==> config.mk <==
export PLATFORM = sky130hd
export DESIGN_NAME = t_counter_n
export DESIGN_NICKNAME = d
export VERILOG_FILES = /design/src/rtl/t_counter_n.sv
export SDC_FILE = /design/constraint.sdc
export NUM_CORES = 1
export LEC_CHECK = 0
export BUFFER_PORTS_ARGS = -buffer_cell sky130_fd_sc_hd__buf_4
export CAP_MARGIN = 25
export CORE_AREA = 2 2 39 41
export CTS_CLUSTER_SIZE = 30
export DETAILED_ROUTE_END_ITERATION = 10
export DIE_AREA = 0 0 41 43
export PLACE_DENSITY_LB_ADDON = 0.08
export SYNTH_ARGS = -nofsm -noshare
export SYNTH_HDL_FRONTEND = slang
export SYNTH_SLANG_ARGS = --single-unit
==> constraint.sdc <==
create_clock -name clk -period 3.3 [get_ports clk]
set_input_delay 0.165 -clock clk [delete_from_list [all_inputs] [get_ports clk]]
set_output_delay 0.165 -clock clk [all_outputs]
set_load 0.01 [all_outputs]
==> src/rtl/t_counter_n.sv <==
// N-stage T flip-flop counter with enable, up/down, modulus, parallel load,
// terminal count, one-cycle wrap pulse and sticky overflow.
module t_counter_n #(
  parameter int WIDTH     = 4,
  parameter int MOD       = 16,
  parameter int RESET_VAL = 0
) (
  input  logic             clk,
  input  logic             res,
  input  logic             en,
  input  logic             up,
  input  logic             load,
  input  logic [WIDTH-1:0] din,
  input  logic             clr_ovf,
  output logic [WIDTH-1:0] q,
  output logic [WIDTH-1:0] nq,
  output logic             tc,
  output logic             wrap,
  output logic             ovf
);

  localparam logic [WIDTH-1:0] MAX_VAL = WIDTH'(MOD - 1);
  localparam logic [WIDTH-1:0] RST_VAL = WIDTH'(RESET_VAL);

  logic [WIDTH-1:0] nxt;
  logic [WIDTH-1:0] t;
  logic             at_max;
  logic             at_zero;
  logic             din_ok;

  assign at_max  = (q == MAX_VAL);
  assign at_zero = (q == '0);
  assign din_ok  = (32'(din) < 32'(MOD));

  // General-modulus next value; t falls out as the bits that must flip.
  always_comb begin
    nxt = q;
    if (load) begin
      nxt = din_ok ? din : MAX_VAL;
    end else if (en) begin
      if (up) begin
        nxt = at_max ? '0 : q + 1'b1;
      end else begin
        nxt = at_zero ? MAX_VAL : q - 1'b1;
      end
    end
  end

  assign t = q ^ nxt;

  always_ff @(posedge clk or negedge res) begin
    if (!res) begin
      q <= RST_VAL;
    end else begin
      q <= q ^ t;
    end
  end

  assign nq = ~q;
  assign tc = en & ~load & ((up & at_max) | (~up & at_zero));

  // Set beats clear when a wrap and clr_ovf land on the same edge.
  always_ff @(posedge clk or negedge res) begin
    if (!res) begin
      wrap <= 1'b0;
      ovf  <= 1'b0;
    end else begin
      wrap <= tc;
      if (tc) begin
        ovf <= 1'b1;
      end else if (clr_ovf) begin
        ovf <= 1'b0;
      end
    end
  end

endmodule
[After elaboration in Yosys (flattened, before gate mapping)]
Index checks and enable logic that the tools add are counted.
W data, S select, Z words.
Storage, ports and cells
  register bits: 6
  input bits: 10
  output and inout bits: 11
Cells by class
  add/sub/neg operators: 2
  equality and inequality tests: 1
  multiplexer cells: 7
  bitwise logic cells: 10
  reductions and logical operators: 2
Operators with widths (count)
  $mux W4: 5
  $xor A4 B4 Y4: 2
  $add A4 B1 Y4 const B: 1
  $and A1 B1 Y1: 4
  $eq A4 B4 Y1 const B: 1
  $logic_not A4 Y1: 1
  $not A4 Y4: 1
  $sub A4 B1 Y4 const B: 1
  $mux W1: 2
  $not A1 Y1: 2
  $reduce_bool A2 Y1: 1
  $or A1 B1 Y1: 1

[Logic depth before layout (Yosys ltp)]
Gate-level depths: netlist of run 1.
  depth after elaboration: 7
  gate-level depth with buffers: 7

[Least setup slack after synthesis of run 1]
Ideal clock, no wire load.
  kind: register to output
  from: register q[0]
  to: output port tc
  arrival: 1.663 ns
  setup slack: 1.472 ns
  stages on the path, launching flop included: 8
  path buffers: 1
  cells stage by stage: dfrtp_1 buf_6 inv_1 ha_1 or3b_1 nor2_1 a21oi_1 nor3_1
On the way
  cells in the longest elaborated chain, start to end: 4
  elaborated cells between the ends (all ways): 6
Ends and longest elaborated chain
  start, declared: RTL line 15  | output logic [WIDTH-1:0] q,
  start signal, assigned: RTL line 55  | q <= q ^ t;
  $eq A4 B4 Y1 / $logic_not A4 Y1 (equally long branches): RTL line 31, 32
  $and A1 B1 Y1: RTL line 60  | assign tc = en & ~load & ((up & at_max) | (~up & at_zero));
  $or A1 B1 Y1 (*): RTL line 60
  $and A1 B1 Y1 (*): RTL line 60
  end, declared: RTL line 17  | output logic tc,
Mark *: on every way between the ends. The rest lies on a longest branch, timed or not.

[Final worst setup path of run 1]
Same ends and word-level chain as after synthesis.

==> metrics.cfg, run 1 <==
[grt]
grt_pass1_vias=388
grt_usage=0.129
antenna_found_initial=0
grt_max_degree=11
grt_pass1_wl_um=1520
grt-ovfl-total=0

[clock_network]
h-tree-depth=1
holdBufCountCts=1
post_cts_buffers=0
cts_resized=0
root_buffer=clkbuf_4
clock_path_buffers=2
cts_buffers=3
clk_latency_ps=240
clkTransAtPathRegs_ps=40
numClockSinks=6
cts_tree=built

[timing]
worstMarginPinSlew_ps=292
setup_viol=0
rsz0062_at_grt=no
clock_skew_ps=1.45
fin_ws_ps=1210
period_minus_slack_ps=2090
max_slew_margin=0.805
setup_tns_ps=0
finalHoldViolCount=0
drv_slew=0
finalCritPeriodShare=0.633
max_freq_mhz=479

[setup_path]
crit_buf_inv=2
cp.required_ps=3130
max_stage_delay_ps=470
crit_path_cell_trace=inv_1 -> ha_1 -> or3b_1 -> nor2_1 -> a21oi_1 -> nor3_1 -> buf_4
crit_fanout=10
crit_type=register to output port
path_delay_family=simple AND/OR/NAND/NOR gates
start_kind=register
worst_setup_path_end_kind=output port
cp_data_arrival_time_ps=1920
slowest_stage=dfrtp_1

[synth]
post-synth-top-count-cell=inv_1
ys_seq_area_frac=0.352
ys_top_cells_by_count=inv_1 (7), dfrtp_1 (6), a21oi_1 (5), o21ai_0 (5), nor2_1 (4)
synth_top_area_share=0.352
synth_nets=61
syn_area_sq_um=427
postSynthAreaPerCell_sq_um=8.71
yosysTopAreaCell=dfrtp_1
yosys-top-cells-area=dfrtp_1 (35%), inv_1 (6.2%), a21oi_1 (5.9%)
synth_warnings=0
synth-edff-count=0
ys_seq_elements=6
synth_cell_types=24
synthArstFlopShare=1.00
synthFlopType=dfrtp_1
postSynthCellCount=49

[placed_design]
port_buffers=20
pre_cts_slack_ps=1470
gp_congestion=0.670
hpwl_um=773

[drt]
routedWlPerCell_um=10.9
drt-total-wl_um=951
firstDrtPassIters=2
ant_nets=0
drc=0
vias_per_cell=4.83
vias=420
drtIter0Drc=3

[die]
die_w_um=41
core-area_sq_um=1380
start_util=0.308
die_y_um=43
die_area_sq_um=1760
io_pins=21
rows=14

[job]
drv_cap=0

[final_layout]
nets=85
num-fill-cells=150
num_antenna_cells=0
area_growth_pct=44.0
drive_gt1_frac=0.380

[power_and_ir_drop]
cellPowerDensity_nw_per_um2=399
p_leak_nw=0.304
ir_drop_mv=0.187

[run_status]
status=complete, no violations

[worst_hold_path]
hold_path.class=input pin to register

## metrics by stage
stage                     area [sq um]  hold slack (ps)  total power [mW]   util  instances
after floorplan                    427             -131             0.142      -         49
after global placement             582            -23.3             0.180  0.420         83
after detailed placement           582            -23.0             0.180  0.420         83
after CTS                          614             88.4             0.252  0.444         87
after global routing               614             97.1             0.263  0.444         87
final                              614             99.5             0.245  0.444         87
## kinds of logic (layout without fill, tap and decap cells)
kind of cell / Yosys count / after routing / share of synthesized area
flops: 6 / 6 / 0.352
compound gates: 17 / 17 / 0.293
fa+ha+maj: 2 / 2 / 0.0586
buf+inv: 9 / 31 / 0.0968
simple gates: 12 / 12 / 0.135
mux: 1 / 1 / 0.0235
xor+xnor: 2 / 2 / 0.0411
## cell type report
| type | count | area, sq um | area share |
|---|---|---|---|
| multi-input cells | 34 | 235 | 0.383 |
| flip-flops and latches | 6 | 150 | 0.244 |
| repair buffers | 21 | 160 | 0.261 |
| inverters | 7 | 26.3 | 0.0428 |
| clock buffers | 3 | 22.5 | 0.0367 |
| well taps | 16 | 20.0 | 0.0326 |
## final timing paths
kind	startpoint	end	slack [ps]	cells past startpoint
worst min-delay path	clr_ovf	ovf$_DFFE_PN0P_	100	2
worst max register to register	q[0]$_DFF_PN0_	wrap$_DFF_PN0_	1680	6
worst min register to register	ovf$_DFFE_PN0P_	ovf$_DFFE_PN0P_	540	2
worst max-delay path	q[0]$_DFF_PN0_	tc	1210	7
max in group asynchronous	res	q[2]$_DFF_PN0_	2920	2
min in group asynchronous	res	wrap$_DFF_PN0_	270	2
## report_power, final
group	leakage, nW	switching, mW	internal (mW)
registers	0.0750	0.0132	0.0807
logic	0.216	0.0391	0.0451
clock network	0.0138	0.0259	0.0411
## metal layers
metal	GRT usage	vias to the layer above	routed length (um)
li1	-	216	-
met1	0.165	190	412
met2	0.184	14	480
met3	0.0157	0	58
met4	0.100	0	0
met5	0	-	0
## placed cells by master (no fill, tap or decap)
cell type,n
clkbuf_4,3
mux2i_1,1
nor3_1,1
o32ai_2,1
a311o_1,1
nand4_1,1
or3b_1,1
dlygate4sd3_1,1
nand3_1,1
o22ai_1,1
a21oi_1,5
a21bo_2,1
a41oi_2,1
buf_4,20
inv_1,7
and3_1,1
ha_1,2
nand2_1,3
xor2_1,1
o21bai_2,1
o21ai_1,1
xnor2_1,1
dfrtp_1,6
o21ai_0,5
nor2_1,4
## flip-flops by register name, summed over array words and instances, names as in the netlist
| name | count |
|---|---|
| ovf | 1 |
| q | 4 |
| wrap | 1 |
## worst register-to-register path, stage by stage (launching register included)
cell and delay [ps]:
dfrtp_1 470, inv_1 120, ha_1 190, or3b_1 370, nor2_1 100, a21oi_1 70
nor3_1 200
No activity file was read; power rests on OpenSTA's default activity.
==> inputs of run 2 (changes only) <==
Clock period 3.3 ns to 2.1 ns, I/O delays scaled along.
==> metrics.cfg, run 2 (synthesis results as in run 1) <==
[run_status]
status=complete, no violations  ; unchanged

[final_layout]
nets=87  ; was 85
final_core_util=0.455  ; was 0.444
top_regs=q (4), ovf (1), wrap (1)  ; unchanged
area_growth_pct=47.5  ; was 44.0%
layout_common_cells=buf_4 (22), inv_1 (7), dfrtp_1 (6)  ; was buf_4 (20), inv_1 (7), dfrtp_1 (6)
num_antenna_cells=0  ; unchanged
top_register=q  ; unchanged
largest_reg_flops=4  ; unchanged
drive_gt1_frac=0.397  ; was 0.380
mostFrequentLayoutCell=buf_4  ; unchanged

[clock_network]
post_cts_buffers=0  ; unchanged
numClockSinks=6  ; unchanged
clock_path_buffers=2  ; unchanged
cts_buffers=3  ; unchanged
clkTransAtPathRegs_ps=50  ; was 40 ps
clk_latency_ps=240  ; about the same
root_buffer=clkbuf_4  ; unchanged
h-tree-depth=1  ; unchanged
cts_tree=built  ; unchanged

[grt]
antenna_found_initial=0  ; unchanged
grt_pass1_wl_um=1600  ; was 1520 um
grt_pass1_vias=373  ; was 388
grt_usage=0.129  ; unchanged
grt-ovfl-total=0  ; unchanged
grt_max_degree=10  ; was 11

[worst_hold_path]
whs_path_depth=2  ; unchanged
hp-start=clr_ovf  ; unchanged
hold_path.class=input pin to register  ; unchanged
hold_end=ovf$_DFFE_PN0P_  ; unchanged

[timing]
worstMarginPinSlew_ps=245  ; was 292 ps
clock_skew_ps=4.77  ; was 1.45 ps
finalCritPeriodShare=0.903
rsz0062_at_grt=no  ; unchanged
finalHoldViolCount=0  ; unchanged
fin_ws_ps=203  ; was 1210 ps
drv_slew=0  ; unchanged
hold-worst-slack_ps=42.4  ; was 99.5 ps
period_minus_slack_ps=1900
max_slew_margin=0.836  ; was 0.805
setup_viol=0  ; unchanged
setup_tns_ps=0  ; unchanged
max_freq_mhz=527

[drt]
firstDrtPassIters=4  ; was 2
drtIter0Drc=7  ; was 3
routedWlPerCell_um=10.9  ; about the same
drc=0  ; unchanged
vias=426  ; was 420
vias_per_cell=4.79  ; was 4.83
drt-total-wl_um=970  ; was 951 um
ant_nets=0  ; unchanged

[power_and_ir_drop]
ir_drop_mv=0.297  ; was 0.187 mV
cellPowerDensity_nw_per_um2=625  ; was 399 nW/um^2
total_power_uw=393  ; was 245 uW
p_sw_uw=125  ; was 78.2 uW
intPower_uw=268  ; was 167 uW
clkPwrFrac=0.268  ; was 0.273
p_sw_frac=0.319  ; about the same
p_leak_nw=0.314  ; was 0.304 nW
p_comb_frac=0.378  ; was 0.344
pwr-share-seq=0.353  ; was 0.383

[die]
io_pins=21  ; unchanged
die_y_um=43  ; unchanged
die_area_sq_um=1760  ; unchanged
die_w_um=41  ; unchanged
core-area_sq_um=1380  ; unchanged
rows=14  ; unchanged
start_util=0.308  ; unchanged

[placed_design]
pre_cts_slack_ps=483  ; was 1470 ps
hpwl_um=807  ; was 773 um
port_buffers=20  ; unchanged
gp_congestion=0.669  ; was 0.670

[setup_path]
start_kind=register  ; unchanged
crit_fanout=3  ; was 10
worst-r2r-setup-slack_ps=610  ; was 1680 ps
rr_worst_depth=6  ; unchanged
worstReg2RegEnd=wrap$_DFF_PN0_  ; unchanged
crit_type=register to output port  ; unchanged
r2r_start=q[0]$_DFF_PN0_  ; unchanged
worst_setup_path_end_kind=output port  ; unchanged
cp_data_arrival_time_ps=1790  ; was 1920 ps
cp.required_ps=2000  ; was 3130 ps

[job]
drv_cap=0  ; unchanged

-- run 2: how the worst max path moves through the flow --
stage	start	endpoint	slack, ps	cells past startpoint
2_1_floorplan	q[0]$_DFF_PN0_	wrap$_DFF_PN0_	290	7
5_1_grt	q[1]$_DFF_PN0_	tc	60	7
6_report	q[0]$_DFF_PN0_	tc	200	7
3_5_place_dp	q[1]$_DFF_PN0_	tc	480	7
3_3_place_gp	q[1]$_DFF_PN0_	tc	480	7
4_1_cts	q[0]$_DFF_PN0_	tc	200	7
-- run 2: stage by stage --
stage | instances | instance area [sq um]
floorplan | 49 | 427
global placement | 85 | 597
detailed placement | 85 | 597
CTS | 89 | 629
global route | 89 | 629
finish | 89 | 629
-- run 2: metal layers --
metal | global-route usage | vias up | wire length, um
li1 | - | 220 | -
met1 | 0.205 | 187 | 466
met2 | 0.175 | 19 | 425
met3 | 0.0157 | 0 | 78
met4 | 0.0400 | 0 | 0
met5 | 0 | - | 0
-- run 2: power by group through the flow --
stage	Clock, mW	Combinational [mW]	Sequential (mW)
4_1_cts	0.111	0.151	0.139
2_1_floorplan	0	0.0754	0.148
3_5_place_dp	0	0.149	0.141
5_1_grt	0.116	0.167	0.140
6_report	0.105	0.149	0.139
3_3_place_gp	0	0.149	0.141
-- run 2: timing repair --
action,in CTS,in global routing
hold endpoints to repair,6,0
setup endpoints to repair,0,0
hold buffers,1,0
gates resized for setup,0,0
-- run 2: layout make-up --
type	instances	area, sq um
fill	151	754
inverter	7	26.3
sequential	6	150
timing repair buffer	23	175
multi-input combinational	34	235
tap	16	20.0
clock buffer	3	22.5
-- run 2: critical path: stages, from the launching register on --
cell and delay, ps:
dfrtp_1 370, inv_1 80, ha_1 170, or3b_1 370, nor2_1 100, a21oi_1 70, nor3_1 220, buf_4 170
==> inputs of run 3 (changes only) <==
==> constraint.sdc (replaced) <==
create_clock -name clk -period 2.1 [get_ports clk]
set_input_delay 0.21 -clock clk [delete_from_list [all_inputs] [get_ports clk]]
set_output_delay 0.21 -clock clk [all_outputs]
set_load 0.01 [all_outputs]
==> metrics.cfg, run 3 (synthesis results as in run 1) <==
[die]
core-area_sq_um=1380  ; unchanged
start_util=0.308  ; unchanged
die_y_um=43  ; unchanged
die_area_sq_um=1760  ; unchanged
rows=14  ; unchanged
io_pins=21  ; unchanged
die_w_um=41  ; unchanged

[timing]
setup_viol=0  ; unchanged
clock_skew_ps=8.11  ; was 4.77 ps
finalHoldViolCount=0  ; unchanged
setup_tns_ps=0  ; unchanged
worstMarginPinSlew_ps=245  ; about the same
hold-worst-slack_ps=151  ; was 42.4 ps
max_slew_margin=0.837  ; was 0.836
drv_slew=0  ; unchanged
max_freq_mhz=515  ; was 527 MHz
rsz0062_at_grt=no  ; unchanged
period_minus_slack_ps=1940  ; was 1900 ps
finalCritPeriodShare=0.925  ; was 0.903

[setup_path]
worst_setup_path_end_kind=output port  ; unchanged
r2r_start=q[1]$_DFF_PN0_  ; was q[0]$_DFF_PN0_
path_delay_family=simple AND/OR/NAND/NOR gates  ; unchanged
slowest_stage=or3b_1  ; was dfrtp_1
worst-r2r-setup-slack_ps=600  ; was 610 ps
rr_worst_depth=6  ; unchanged
worstReg2RegEnd=ovf$_DFFE_PN0P_  ; was wrap$_DFF_PN0_
cp_data_arrival_time_ps=1730  ; was 1790 ps
crit_fanout=3  ; unchanged
crit_path_cell_trace=inv_1 -> ha_1 -> or3b_1 -> nor2_1 -> a21oi_1 -> nor3_2 -> buf_4  ; was inv_1 -> ha_1 -> or3b_1 -> nor2_1 -> a21oi_1 -> nor3_1 -> buf_4
start_kind=register  ; unchanged
cp.required_ps=1890  ; was 2000 ps
crit_type=register to output port  ; unchanged
max_stage_delay_ps=380  ; was 370 ps
crit_buf_inv=2  ; unchanged

[clock_network]
numClockSinks=6  ; unchanged
clk_latency_ps=250  ; was 240 ps
clock_path_buffers=2  ; unchanged
h-tree-depth=1  ; unchanged
root_buffer=clkbuf_4  ; unchanged
cts_buffers=3  ; unchanged
post_cts_buffers=0  ; unchanged
cts_tree=built  ; unchanged
clkTransAtPathRegs_ps=50  ; about the same

[grt]
grt_pass1_vias=377  ; was 373
grt_max_degree=10  ; unchanged
grt_usage=0.133  ; was 0.129
grt-ovfl-total=0  ; unchanged
grt_pass1_wl_um=1560  ; was 1600 um
antenna_found_initial=0  ; unchanged

[placed_design]
gp_congestion=0.742  ; was 0.669
hpwl_um=805  ; was 807 um
placed_area_sq_um=597  ; unchanged
port_buffers=20  ; unchanged

[final_layout]
mostFrequentLayoutCell=buf_4  ; unchanged
multi_input_area_sq_um=240  ; was 235 sq um
num_antenna_cells=0  ; unchanged
largest_reg_flops=4  ; unchanged
final_area_sq_um=634  ; was 629 sq um
layout_common_cells=buf_4 (22), inv_1 (7), dfrtp_1 (6)  ; unchanged
final_core_util=0.458  ; was 0.455
seqCellArea_sq_um=150  ; unchanged
area_growth_pct=48.7  ; was 47.5%
drive_gt1_frac=0.411  ; was 0.397
nets=87  ; unchanged
top_register=q  ; unchanged
num-fill-cells=152  ; was 151
top_regs=q (4), ovf (1), wrap (1)  ; unchanged

[job]
drv_cap=0  ; unchanged

[drt]
vias_per_cell=4.84  ; was 4.79
drc=0  ; unchanged
ant_nets=0  ; unchanged
drtIter0Drc=6  ; was 7
firstDrtPassIters=4  ; unchanged
vias=431  ; was 426
routedWlPerCell_um=11.5  ; was 10.9 um
drt-total-wl_um=1020  ; was 970 um

[power_and_ir_drop]
ir_drop_mv=0.334  ; was 0.297 mV
cellPowerDensity_nw_per_um2=628  ; was 625 nW/um^2
p_leak_nw=0.315  ; was 0.314 nW
total_power_uw=398  ; was 393 uW

[worst_hold_path]
hold_end=ovf$_DFFE_PN0P_  ; unchanged
hp-start=clr_ovf  ; unchanged
whs_path_depth=2  ; unchanged
hold_path.class=input pin to register  ; unchanged

[run_status]
status=complete, no violations  ; unchanged

-- run 3: cell counts in the layout (fill, tap and decap cells not counted) --
No cell type changed its count.
-- run 3: worst max-delay path by stage --
| stage | startpoint | to | slack (ps) | depth (start not counted) |
|---|---|---|---|---|
| after floorplan | q[0]$_DFF_PN0_ | tc | 230 | 7 |
| after global placement | q[0]$_DFF_PN0_ | tc | 360 | 7 |
| after detailed placement | q[0]$_DFF_PN0_ | tc | 350 | 7 |
| after CTS | q[0]$_DFF_PN0_ | tc | 70 | 7 |
| after global routing | q[0]$_DFF_PN0_ | tc | 30 | 7 |
| final | q[1]$_DFF_PN0_ | tc | 160 | 7 |
-- run 3: layer usage --
layer  GRT usage  vias to the layer above  routed length (um)
met5           0                        -                   0
met4      0.0600                        0                   0
met3      0.0366                        0                  86
met2       0.191                       16                 488
met1       0.178                      194                 446
li1            -                      221                   -
-- run 3: stage by stage --
step	worst slack (ps)	std cells
2_1_floorplan	227	49
3_3_place_gp	358	85
3_5_place_dp	355	85
4_1_cts	69.6	89
5_1_grt	31.5	89
6_report	157	89
-- run 3: where the power goes --
group	total [mW]	internal, mW	switching, mW	leakage (nW)
clock	0.109	0.0648	0.0443	0.0138
combinational	0.150	0.0774	0.0730	0.227
sequential	0.139	0.127	0.0120	0.0750
-- run 3: final cells by class --
type | count | area share
Tap cell | 16 | 0.0316
Sequential cell | 6 | 0.237
Clock buffer | 3 | 0.0355
Timing Repair Buffer | 23 | 0.276
Inverter | 7 | 0.0414
Multi-Input combinational cell | 34 | 0.379
-- run 3: what timing repair did --
action,in CTS,in global routing
gates resized for setup,0,1
hold buffers,1,0
setup endpoints to repair,0,1
endpoints found under the hold margin,6,0
